## config.mk

```make
export PLATFORM = sky130hd
export DESIGN_NAME = odczyt_bitu_seq
export DESIGN_NICKNAME = d
export VERILOG_FILES = /design/src/rtl/odczyt_bitu_seq.sv
export SDC_FILE = /design/constraint.sdc
export NUM_CORES = 1
export LEC_CHECK = 0
export CORE_MARGIN = 2
export CORE_UTILIZATION = 47
export CTS_CLUSTER_DIAMETER = 80
export DETAILED_ROUTE_END_ITERATION = 8
export PLACE_DENSITY = 0.73
export SKIP_CTS_REPAIR_TIMING = 1
export SLEW_MARGIN = 20
export SYNTH_ARGS = -nofsm -noshare
export SYNTH_HDL_FRONTEND = slang
export SYNTH_SLANG_ARGS = --single-unit
```

## constraint.sdc

```tcl
create_clock -name i_clk -period 3.2 [get_ports i_clk]
set_input_delay 0.64 -clock i_clk [delete_from_list [all_inputs] [get_ports i_clk]]
set_output_delay 0.64 -clock i_clk [all_outputs]
set_load 0.02 [all_outputs]
```

## src/rtl/odczyt_bitu_seq.sv

```systemverilog
// Bit-position reader: finds the first set bit of an operand, scanning from the MSB, one bit per cycle.
// Latency: o_valid rises k edges after the accepting edge (k = found index), or BITS edges for a zero operand.
// Backpressure: the result is held in DONE until i_ready retires it; i_start is ignored outside IDLE.
//
// Index convention matches the bit-set operation: index k (1..BITS) names bit [BITS-k], so k=1 is the MSB.
// Ports:
//   i_clk, i_rst_n        rising-edge clock, asynchronous active-low reset
//   i_start, i_arg_A      request and operand, sampled together on the accepting edge in IDLE
//   i_ready               consumer ready; retires the result while o_valid is high
//   o_busy, o_valid       busy in SCAN/DONE, valid in DONE
//   o_result, o_error     found index (0 on error), zero-operand flag
//   o_remainder           only with FIND_CLEAR_EN: the operand with the found bit cleared
// Optional feature macro: FIND_CLEAR_EN.
module odczyt_bitu_seq #(
    parameter int BITS = 32,
    localparam int IDX_W = $clog2(BITS + 1)
) (
    input  logic             i_clk,
    input  logic             i_rst_n,
    input  logic             i_start,
    input  logic [BITS-1:0]  i_arg_A,
    input  logic             i_ready,
    output logic             o_busy,
    output logic             o_valid,
    output logic [IDX_W-1:0] o_result,
    output logic             o_error
`ifdef FIND_CLEAR_EN
    ,
    output logic [BITS-1:0]  o_remainder
`endif
);

    typedef enum logic [1:0] {
        IDLE = 2'd0,
        SCAN = 2'd1,
        DONE = 2'd2
    } state_t;

    localparam logic [IDX_W-1:0] K_FIRST = IDX_W'(1);
    localparam logic [IDX_W-1:0] K_LAST  = IDX_W'(BITS);
    localparam logic [BITS-1:0]  MSB_ONE = {1'b1, {(BITS-1){1'b0}}};

    state_t            state_q, state_d;
    logic [BITS-1:0]   shadow_q, shadow_d;
    logic [IDX_W-1:0]  k_q, k_d;
    logic [IDX_W-1:0]  result_q, result_d;
    logic              error_q, error_d;
`ifdef FIND_CLEAR_EN
    logic [BITS-1:0]   rem_q, rem_d;
`endif

    // One-hot select of bit [BITS-k]: shifting the MSB right by k-1 avoids
    // an index expression whose width differs from the bit-select range.
    logic [BITS-1:0]   sel_mask;
    logic              hit;

    assign sel_mask = MSB_ONE >> (k_q - K_FIRST);
    assign hit      = |(shadow_q & sel_mask);

    always_ff @(posedge i_clk or negedge i_rst_n) begin
        if (!i_rst_n) begin
            state_q  <= IDLE;
            shadow_q <= '0;
            k_q      <= '0;
            result_q <= '0;
            error_q  <= 1'b0;
`ifdef FIND_CLEAR_EN
            rem_q    <= '0;
`endif
        end else begin
            state_q  <= state_d;
            shadow_q <= shadow_d;
            k_q      <= k_d;
            result_q <= result_d;
            error_q  <= error_d;
`ifdef FIND_CLEAR_EN
            rem_q    <= rem_d;
`endif
        end
    end

    always_comb begin
        state_d  = state_q;
        shadow_d = shadow_q;
        k_d      = k_q;
        result_d = result_q;
        error_d  = error_q;
`ifdef FIND_CLEAR_EN
        rem_d    = rem_q;
`endif
        case (state_q)
            IDLE: begin
                // Previous result stays visible in IDLE until a new request is accepted.
                if (i_start) begin
                    shadow_d = i_arg_A;
                    k_d      = K_FIRST;
                    result_d = '0;
                    error_d  = 1'b0;
`ifdef FIND_CLEAR_EN
                    rem_d    = '0;
`endif
                    state_d  = SCAN;
                end
            end
            SCAN: begin
                if (hit) begin
                    result_d = k_q;
                    error_d  = 1'b0;
`ifdef FIND_CLEAR_EN
                    rem_d    = shadow_q & ~sel_mask;
`endif
                    state_d  = DONE;
                end else if (k_q == K_LAST) begin
                    // Terminal compare stops the counter before it could wrap.
                    result_d = '0;
                    error_d  = 1'b1;
`ifdef FIND_CLEAR_EN
                    rem_d    = shadow_q;
`endif
                    state_d  = DONE;
                end else begin
                    k_d = k_q + K_FIRST;
                end
            end
            DONE: begin
                if (i_ready) begin
                    state_d = IDLE;
                end
            end
            default: begin
                state_d = IDLE;
            end
        endcase
    end

    assign o_busy   = (state_q != IDLE);
    assign o_valid  = (state_q == DONE);
    assign o_result = result_q;
    assign o_error  = error_q;
`ifdef FIND_CLEAR_EN
    assign o_remainder = rem_q;
`endif

endmodule

```

==> summary.md <==
| Metric | Value |
|---|---|
| Register area share after synthesis | `between 40% and 50%` |
| Critical path class | `flip-flop to flip-flop` |
| Period utilisation layout | `just over 90%` |
| Post-synth ARST share | `between 90% and 100%` |
| Die Wd | `approximately 77 um` |
| PD cells | `roughly 950 nW/um2` |
| Top post-synthesis cells by count | `nand2_1, dfrtp_1, clkbuf_1` |
| Critical Path Start Type | `flip-flop` |
| Vias per cell | `5.339` |
| Worst vdd ir | `between 0.4 and 0.5 mV` |
| Worst-Skew Late Latency | `0.31 ns` |
| Cells after Synth | `about 290` |
| Ant. Diodes | `0` |
| Worst slew pin tran | `around 0.70 ns` |
| Area Overhead vs Synth | `26.04%` |
| Initial DRT Pass Iterations | `4` |
| Synth warnings | `0` |
| Share of the synthesized area in the top cell type | `roughly 48%` |
| Data arrival, critical path | `~3.2 ns` |
| Mapped cell area | `2475 um2` |
| Detailed-route via count | `between 2,000 and 2,500` |
| Initial antenna violation count | `0` |
| DP HPWL | `roughly 4 mm` |
| Post-Route WL | `between 5 and 6 mm` |
| Placer congestion estimate | `slightly below 0.9` |
| Setup_tns | `0 ns` |
| Die Y | `around 77 um` |
| Pleak | `between 1 and 1.5 nW` |
| Ys flop type | `dfrtp_1` |
| Count leader, synth | `nand2_1` |
| Crit Path Max Fanout | `14` |
| GR Util All Layers | `just under 20%` |
| Largest net degree at the start of global routing | `48` |
| Clock-pin slew on the worst setup and hold paths | `~0.08 ns` |
| Worst-case clock buffer depth | `2` |
| TritonCTS clock tree | `built` |
| Clk sinks | `47` |
| Vias in the first global route | `1,920` |
| Final setup fails | `0` |
| Port Buf Inserts | `between 40 and 50` |
| H-tree depth | `2` |
| Worst clock skew | `slightly above 0.007 ns` |
| Root Buffer | `clkbuf_8` |
| Synth Register Bits | `47` |
| Initial Utilization | `approximately 48%` |
| Power Total | `approximately 3 mW` |
| RSZ-0062 raised after global routing | `false` |
| Max-slew violation count | `0` |
| R2R cell count | `8` |
| Die ar. | `5862 um2` |
| MaxCap Viol Count | `0` |
| Residual DRC | `0` |
| Dominant cells by area after synthesis | `dfrtp_1, nand2_1, ha_1, a22o_1, o21ai_0` |
| Endpoints failing hold | `0` |
| Yosys top cell by area | `dfrtp_1` |
| Ports | `45` |
| CP Capture Type | `flip-flop` |
| # rows | `26` |
| Total gr overflow | `0` |
| Wire length per cell | `around 14 um` |
| Critical path data required time | `between 3 and 4 ns` |
| Antenna viol nets, final | `0` |
| Fin crit period | `between 2 and 3 ns` |
| Syn_nets | `330` |
| Distinct cells, synth | `48` |
| Status | `completed` |
| Relative slew slack | `53.28%` |
| Mapped Avg Cell Area | `around 8.6 um2` |
| Fraction of layout cells with a size suffix above 1 | `7.553%` |
| Core footprint | `5107 um2` |
| HP Class | `input pin to async pin` |
| First-pass GRT wire length | `9.197 mm` |
| # fillers | `475` |
| DR iter-0 viols | `between 150 and 200` |
| Number of synthesized flops with an enable pin | `0` |
| CTS Buf Count | `5` |
| Fmax | `0.3366 GHz` |
| Nets | `372` |
sequential cells by signal, summed over array words and instances (netlist names):
name	count
o_error	1
o_result	6
k_q	6
state_q	2
shadow_q	32
final cells by class:
type                       count  area (um2)  share of cell area, %
clock inverter                 2       60.06                  1.925
multi-input combinational    216        1184                  37.95
tap                           70       87.58                  2.808
clock buffer                   6       72.57                  2.327
inverter                       5       18.77                 0.6017
sequential                    47        1176                  37.71
timing repair buffer          55       520.5                  16.69
layer usage:
metal / track usage (%) / vias up / share of wire, %
met4: 6.000 / 0 / 1.4
met5: 0 / - / 0
met2: 29.29 / 71 / 45
met3: 4.621 / 8 / 6.2
li1: - / 1068 / -
met1: 27.71 / 994 / 47
where the power goes:
part / internal, mW / total, mW / switching (mW)
clock network: 0.312 / 0.509 / 0.197
registers: 0.828 / 1.00 / 0.173
logic: 0.607 / 1.45 / 0.844
total: 1.75 / 2.96 / 1.21
path summary, 6_finish.rpt:
kind,start,to,slack [ns]
worst min-delay path,i_rst_n,o_result[2],0.32
max in group asynchronous,i_rst_n,state_q[0],2.47
min in group i_clk,shadow_q[8],shadow_q[8],0.48
worst min register to register,shadow_q[8],shadow_q[8],0.48
worst max register to register,k_q[2],o_result[2],0.23
worst max-delay path,k_q[2],o_result[2],0.23
layout by cell type, fill, tap and decap left out, types with 5 or more instances in the layout:
| master | Yosys | final |
|---|---|---|
| buf_4 | 1 | 12 |
| dfrtp_1 | 47 | 47 |
| clkdlybuf4s50_1 | 0 | 43 |
| a21oi_1 | 7 | 7 |
| o21ai_0 | 10 | 10 |
| a22oi_1 | 5 | 5 |
| nand2_1 | 107 | 107 |
| o31ai_1 | 5 | 5 |
| clkbuf_8 | 0 | 5 |
| a22o_1 | 8 | 8 |
| nor2_1 | 12 | 12 |
| inv_1 | 5 | 5 |
| ha_1 | 6 | 6 |
through the flow:
step / instance area (um2) / worst slack (ns) / utilization, % / cells / hold slack [ns]
3_3_place_gp: 2984 / 0.3255 / 58.43 / 393 / 0.4581
4_1_cts: 3117 / 0.2380 / 61.02 / 401 / 0.4890
3_5_place_dp: 2984 / 0.2661 / 58.43 / 393 / 0.4662
2_1_floorplan: 2476 / 0.06801 / - / 288 / 0.3444
5_1_grt: 3119 / 0.05059 / 61.07 / 401 / 0.3704
6_report: 3119 / 0.2290 / 61.07 / 401 / 0.3184
kinds of logic after synthesis:
kind of cell | share of synthesized area (%)
compound gates | 15.82
flops | 47.52
fa+ha+maj | 3.033
xor+xnor | 1.062
mux | 2.528
buf+inv | 4.652
simple gates | 25.38
worst max-delay path, stage by stage (launching register included):
cell	delay (ns)
dfrtp_1	0.54
o31ai_2	0.56
a21oi_1	0.17
nor4_1	0.29
a311oi_1	0.07
or4_1	0.53
buf_4	0.20
o21ai_1	0.36
a22o_1	0.19
Note: power is estimated with default switching activity, not from simulation.
